--- src/rtl/snn_pkg.sv ---
// snn_pkg
// Shared types and helpers for the spiking-network datapath blocks.
//   drv_state_e : synaptic current driver step state (RUN / DRAIN / PUB)
//   *_DEF       : default widths and sizes used by the driver
//   sat_signed  : clamp a wide signed value into the signed range of 'width' bits
package snn_pkg;

  typedef enum logic [1:0] {
    RUN   = 2'd0,
    DRAIN = 2'd1,
    PUB   = 2'd2
  } drv_state_e;

  localparam int N_PRE_DEF      = 16;
  localparam int WEIGHT_W_DEF   = 16;
  localparam int ACC_W_DEF      = 24;
  localparam int FIFO_DEPTH_DEF = 8;

  // Callers truncate the result to 'width' bits; comparing the result with the
  // input tells them whether clamping took place.
  function automatic logic signed [63:0] sat_signed(input logic signed [63:0] value,
                                                    input int width);
    logic signed [63:0] max_v;
    logic signed [63:0] min_v;
    max_v = (64'sd1 <<< (width - 1)) - 64'sd1;
    min_v = -max_v - 64'sd1;
    if (value > max_v) begin
      return max_v;
    end else if (value < min_v) begin
      return min_v;
    end else begin
      return value;
    end
  endfunction

endpackage

--- src/rtl/syn_event_fifo.sv ---
// syn_event_fifo
// Small synchronous FIFO for spike addresses. Read data is presented
// combinationally from the head entry; push and pop may happen together.
//   clk, rst : clock, asynchronous active-high reset (discards contents)
//   push/din : write an entry (ignored when full)
//   pop/dout : remove the head entry (ignored when empty), dout is the head
//   full     : DEPTH entries stored
//   empty    : no entries stored
module syn_event_fifo #(
  parameter int WIDTH = 4,
  parameter int DEPTH = 8
) (
  input  logic             clk,
  input  logic             rst,
  input  logic             push,
  input  logic [WIDTH-1:0] din,
  input  logic             pop,
  output logic [WIDTH-1:0] dout,
  output logic             full,
  output logic             empty
);

  localparam int PW = $clog2(DEPTH);

  logic [WIDTH-1:0] mem [DEPTH];
  logic [PW-1:0]    wr_ptr;
  logic [PW-1:0]    rd_ptr;
  logic [PW:0]      count;
  logic             do_push;
  logic             do_pop;

  assign full    = (count == (PW + 1)'(DEPTH));
  assign empty   = (count == '0);
  assign do_push = push && !full;
  assign do_pop  = pop && !empty;
  assign dout    = mem[rd_ptr];

  // Storage is not reset: stale entries are unreachable once the pointers clear.
  always_ff @(posedge clk) begin
    if (do_push) begin
      mem[wr_ptr] <= din;
    end
  end

  // Pointers wrap naturally because DEPTH is a power of two.
  always_ff @(posedge clk or posedge rst) begin
    if (rst) begin
      wr_ptr <= '0;
      rd_ptr <= '0;
      count  <= '0;
    end else begin
      if (do_push) begin
        wr_ptr <= wr_ptr + PW'(1);
      end
      if (do_pop) begin
        rd_ptr <= rd_ptr + PW'(1);
      end
      case ({do_push, do_pop})
        2'b10:   count <= count + (PW + 1)'(1);
        2'b01:   count <= count - (PW + 1)'(1);
        default: count <= count;
      endcase
    end
  end

endmodule

--- src/rtl/synapse_current_driver.sv ---
// synapse_current_driver
// Turns AER spike events into a per-timestep saturated synaptic current for
// one LIF neuron core. Events are queued, weighted through a writable table,
// accumulated, and published once per timestep tick.
//   clk, rst                      : clock, asynchronous active-high reset
//   ev_valid_i/ev_ready_o/ev_addr_i : spike event handshake and source ID
//   tick_i                        : timestep boundary strobe
//   wr_en_i/wr_addr_i/wr_data_i   : weight table write port
//   i_syn_o                       : published current, held between steps
//   step_o                        : one-cycle neuron clock enable
//   sat_o                         : saturation seen in the published step
//   tick_miss_o                   : ticks ignored while a step was busy (sat 255)
module synapse_current_driver
  import snn_pkg::*;
#(
  parameter int N_PRE      = N_PRE_DEF,
  parameter int WEIGHT_W   = WEIGHT_W_DEF,
  parameter int ACC_W      = ACC_W_DEF,
  parameter int FIFO_DEPTH = FIFO_DEPTH_DEF
) (
  input  logic                       clk,
  input  logic                       rst,
  input  logic                       ev_valid_i,
  output logic                       ev_ready_o,
  input  logic [$clog2(N_PRE)-1:0]   ev_addr_i,
  input  logic                       tick_i,
  input  logic                       wr_en_i,
  input  logic [$clog2(N_PRE)-1:0]   wr_addr_i,
  input  logic signed [WEIGHT_W-1:0] wr_data_i,
  output logic signed [WEIGHT_W-1:0] i_syn_o,
  output logic                       step_o,
  output logic                       sat_o,
  output logic [7:0]                 tick_miss_o
);

  localparam int AW = $clog2(N_PRE);

  drv_state_e state;
  drv_state_e next_state;

  logic                       fifo_full;
  logic                       fifo_empty;
  logic                       push;
  logic                       pop;
  logic [AW-1:0]              fifo_dout;
  logic signed [WEIGHT_W-1:0] weights [N_PRE];
  logic signed [WEIGHT_W-1:0] w_rd;
  logic signed [WEIGHT_W-1:0] w_q;
  logic                       w_vld;
  logic                       wr_ok;
  logic signed [ACC_W-1:0]    acc;
  logic                       sat_flag;
  logic signed [63:0]         acc_sum;
  logic signed [63:0]         acc_sat;
  logic signed [63:0]         out_sat;
  logic                       acc_clamp;
  logic                       out_clamp;

  // Ready is forced low during reset so nothing is offered a handshake then.
  assign ev_ready_o = !rst && !fifo_full && (state == RUN);
  assign push       = ev_valid_i && ev_ready_o;
  assign pop        = !fifo_empty && ((state == RUN) || (state == DRAIN));
  assign wr_ok      = int'(wr_addr_i) < N_PRE;

  syn_event_fifo #(
    .WIDTH (AW),
    .DEPTH (FIFO_DEPTH)
  ) u_fifo (
    .clk   (clk),
    .rst   (rst),
    .push  (push),
    .din   (ev_addr_i),
    .pop   (pop),
    .dout  (fifo_dout),
    .full  (fifo_full),
    .empty (fifo_empty)
  );

  // Out-of-range sources are still accepted but contribute nothing.
  always_comb begin
    w_rd = '0;
    if (int'(fifo_dout) < N_PRE) begin
      w_rd = weights[fifo_dout];
    end
  end

  // Weight table; a same-cycle read of the written entry sees the old value.
  always_ff @(posedge clk or posedge rst) begin
    if (rst) begin
      for (int i = 0; i < N_PRE; i++) begin
        weights[i] <= '0;
      end
    end else if (wr_en_i && wr_ok) begin
      weights[wr_addr_i] <= wr_data_i;
    end
  end

  // Saturating arithmetic is done at 64 bits so neither sum can wrap.
  always_comb begin
    acc_sum   = 64'(acc) + 64'(w_q);
    acc_sat   = sat_signed(acc_sum, ACC_W);
    acc_clamp = (acc_sat != acc_sum);
    out_sat   = sat_signed(64'(acc), WEIGHT_W);
    out_clamp = (out_sat != 64'(acc));
  end

  // P0: capture the popped event's weight.
  always_ff @(posedge clk or posedge rst) begin
    if (rst) begin
      w_q   <= '0;
      w_vld <= 1'b0;
    end else begin
      w_vld <= pop;
      if (pop) begin
        w_q <= w_rd;
      end
    end
  end

  // P1: accumulate; PUB clears the step's sum after it has been published.
  always_ff @(posedge clk or posedge rst) begin
    if (rst) begin
      acc      <= '0;
      sat_flag <= 1'b0;
    end else if (state == PUB) begin
      acc      <= '0;
      sat_flag <= 1'b0;
    end else if (w_vld) begin
      acc <= acc_sat[ACC_W-1:0];
      if (acc_clamp) begin
        sat_flag <= 1'b1;
      end
    end
  end

  // Published outputs only move on the edge that raises step_o.
  always_ff @(posedge clk or posedge rst) begin
    if (rst) begin
      i_syn_o <= '0;
      sat_o   <= 1'b0;
      step_o  <= 1'b0;
    end else begin
      step_o <= (state == PUB);
      if (state == PUB) begin
        i_syn_o <= out_sat[WEIGHT_W-1:0];
        sat_o   <= sat_flag || out_clamp;
      end
    end
  end

  // Ticks arriving while a step is still being drained or published are dropped.
  always_ff @(posedge clk or posedge rst) begin
    if (rst) begin
      tick_miss_o <= '0;
    end else if (tick_i && (state != RUN) && (tick_miss_o != 8'hFF)) begin
      tick_miss_o <= tick_miss_o + 8'd1;
    end
  end

  always_ff @(posedge clk or posedge rst) begin
    if (rst) begin
      state <= RUN;
    end else begin
      state <= next_state;
    end
  end

  // DRAIN ends only once the FIFO is empty and the last weight has been added.
  always_comb begin
    next_state = state;
    case (state)
      RUN:     if (tick_i) next_state = DRAIN;
      DRAIN:   if (fifo_empty && !w_vld) next_state = PUB;
      PUB:     next_state = RUN;
      default: next_state = RUN;
    endcase
  end

endmodule

--- config.mk ---
export PLATFORM = sky130hd
export DESIGN_NAME = synapse_current_driver
export DESIGN_NICKNAME = d
export VERILOG_FILES = /design/src/rtl/snn_pkg.sv /design/src/rtl/syn_event_fifo.sv /design/src/rtl/synapse_current_driver.sv
export SDC_FILE = /design/constraint.sdc
export NUM_CORES = 1
export LEC_CHECK = 0
export ABC_CLOCK_PERIOD_IN_PS = 22000
export CAP_MARGIN = 20
export CORE_ASPECT_RATIO = 1.75
export CORE_MARGIN = 2
export CORE_UTILIZATION = 55
export CTS_BUF_LIST = sky130_fd_sc_hd__clkbuf_4
export DETAILED_ROUTE_END_ITERATION = 12
export PLACE_DENSITY = 0.73
export SYNTH_ARGS = -nofsm -noshare
export SYNTH_HDL_FRONTEND = slang
export SYNTH_SLANG_ARGS = --single-unit
--- constraint.sdc ---
create_clock -name clk -period 22 [get_ports clk]
set_input_delay 4.4 -clock clk [delete_from_list [all_inputs] [get_ports clk]]
set_output_delay 4.4 -clock clk [all_outputs]
set_load 0.01 [all_outputs]
==> out/metrics.cfg <==
[status]
status=complete, no violations

[logic_synthesis]
postSynth.asyncResetShare_pct=91.3
syn_avg_cell_area_um2=11.1
synth.net_count=1679
synth-seq-area-share_pct=52.0
ys_dominant_reg_cell=dfrtp_1
synth_enable_flop_cells=32
yosysWarnings=0
yosysUniqueCellTypes=74
syn_area_mm2=0.0180
ys_seq_elements=368
syn_inst=1617

[cells_and_area]
nFillCells=2558
final_cell_mix=dfrtp_1 (336), nand2_1 (314), mux2_2 (260)
layout_commonest_cell=dfrtp_1
multi_input_area_mm2=0.00809
final_util_pct=62.0
nets=1742
area.growth.synth_to_final_pct=10.9
drive_gt1_share_pct=27.0
regArea_mm2=0.00937

[sta]
period_share_pct=47.5
hold_ws_ns=0.468
fin_tns_setup_ns=0
finClkSkew_ns=0.0608
rsz0062_at_grt=false
setup-violations-final=0
period_needed_ns=10.46
max_freq_ghz=0.0956
relSlewSlack_pct=19.9
hold_viol=0
drv_slew=0
worstMarginPinSlew_ns=1.20

[placement]
dp.final_hpwl_um=27900
place_congestion=0.932
io_buffers=55

[setup_path]
cp-end-kind=output pin
slowest_delay_ns=0.64
r2r_slack_ns=18.33
crit_chain=clkdlybuf4s50_1 > a2111oi_0 > clkdlybuf4s50_1
start_kind=input port
rr_worst_depth=10
critPathArrivalTime_ns=6.06
cp_data_required_time_ns=17.60
critPathSlowestCell=clkdlybuf4s50_1
crit_buf_inv=2
crit_start=rst
worst_path_dominant_cell_family=buffers and inverters
r2r_start=u_fifo.count[0]
r2r-end=u_fifo.count[3]
cp_common_cell=clkdlybuf4s50_1
crit_fanout=2
criticalPathCategory=in2out

[clock_network]
clock-root-buffer=clkbuf_4
h-tree-depth=3
cts_hold_buf=0
clk_pin_slew_ns=0.07
cts_resized=0
postCtsSetupBuffers=0
clk_latency_ns=0.78
cts_made_buffers=88
numClockSinks=368
cts_tree=built
clk_path_buf_depth=3

[pwr]
power_frac_seq_pct=33.0
intPower_w=0.00176
p_sw_share_pct=41.8
p_leak_nw=8.60
p_sw_w=0.00126
combinationalPowerShare_pct=48.4
power_density_mw_per_mm2=151
vdd_drop_max_v=0.000134
pwr-share-clk_pct=18.5

[routing]
postRouteAntennaNets=0
route.vias.total=13000
route.detailed.drc=0
drtIter0Drc=984
viasPerCell=6.06
drt-wirelength-per-cell_um=20.8
first_pass_iters=5
routed_wl_um=44600

[worst_hold_path]
min_to=i_syn_o[15]
min_path_cells=2
hold_class=reg2reg
holdCritStartpoint=i_syn_o[15]

[floorplan]
core_mm2=0.0322
die_h_um=243
placementRows=87
die_w_um=141
initial_core_util_pct=55.9
ios=56
die_area_mm2=0.0343

[global_route]
grt-ovfl-total=0
grt_pass1_vias=13500
grt_max_degree=108
grt.total_usage_pct=26.7
grt_pass1_wl_um=71200
antenna_found_initial=1

[flow_run]
maxCapViolCount=0

[cell families (layout without fill, tap and decap cells)]
kind of cell             after synthesis  count (layout)  synth area share (%)
buffers and inverters                126             255                  3.22
AO/OA/AOI/OAI                        176             176                  7.48
AND/OR/NAND/NOR                      611             611                  15.6
other                                  0               1                     0
flip-flops                           368             368                  52.0
multiplexers                         275             275                  17.9
XOR/XNOR                              28              28                  1.36
adder cells (fa/ha/maj)               33              33                  2.38
[routing by layer]
metal	up-vias	part of all wire (%)	track usage, %
met4	0	4.6	15.2
li1	5919	-	-
met2	406	54	48.0
met1	6565	37	29.7
met3	127	4.3	4.09
met5	-	0	0
[area by class of cell]
type	instances	area share [%]
antenna	1	0.0125
clock buffer	129	4.85
clock inverter	27	0.771
inverter	22	0.451
multi-input combinational	1123	40.5
sequential	368	46.9
tap	400	2.51
timing repair buffer	77	3.96
[worst max path at each step]
stage | to | cells past startpoint
final | ev_ready_o | 3
after global routing | ev_ready_o | 3
after CTS | ev_ready_o | 3
after detailed placement | ev_ready_o | 3
after global placement | ev_ready_o | 3
after floorplan | acc[0] | 1
[synthesized netlist by cell type, types with 26 or more instances]
cell / count / share of area (%)
nand2_1: 314 / 6.5
nand3_1: 133 / 3.7
dfrtp_1: 336 / 47
buf_2: 28 / 0.78
a21oi_1: 66 / 1.8
edfxtp_1: 32 / 5.3
mux2_2: 261 / 16
nor2_1: 52 / 1.1
nand4_1: 26 / 0.90
ha_1: 31 / 2.2
clkbuf_1: 59 / 1.2
[power by group through the flow]
stage,Sequential (W),Clock [W],Combinational [W]
6_report,0.000998,0.000560,0.00146
5_1_grt,0.00102,0.000609,0.00160
4_1_cts,0.000995,0.000572,0.00144
3_5_place_dp,0.00101,0,0.00144
3_3_place_gp,0.000998,0,0.00140
2_1_floorplan,0.000958,0,0.00115
[per-stage QoR]
step | setup slack [ns] | total power (W) | area (µm²) | std cells
floorplan | 8.29 | 0.00211 | 18000 | 1617
global placement | 11.52 | 0.00240 | 18700 | 1984
detailed placement | 11.56 | 0.00244 | 18700 | 1985
CTS | 11.54 | 0.00301 | 19900 | 2141
global route | 11.37 | 0.00322 | 20000 | 2147
finish | 11.54 | 0.00302 | 20000 | 2147
[worst min-delay path: stages, from the launching register on]
cell and delay (ns):
dfrtp_1 0.34, nand2_1 0.05, nand2_1 0.05
[state kept, by name (all words and copies together) (netlist names), 2 cells and up]
| name | count |
|---|---|
| u_fifo.mem | 32 |
| u_fifo.rd_ptr | 3 |
| w_q | 16 |
| i_syn_o | 16 |
| u_fifo.count | 4 |
| u_fifo.wr_ptr | 3 |
| weights | 256 |
| acc | 24 |
| state | 2 |
| tick_miss_o | 8 |
Note: power is estimated with default switching activity, not from simulation.
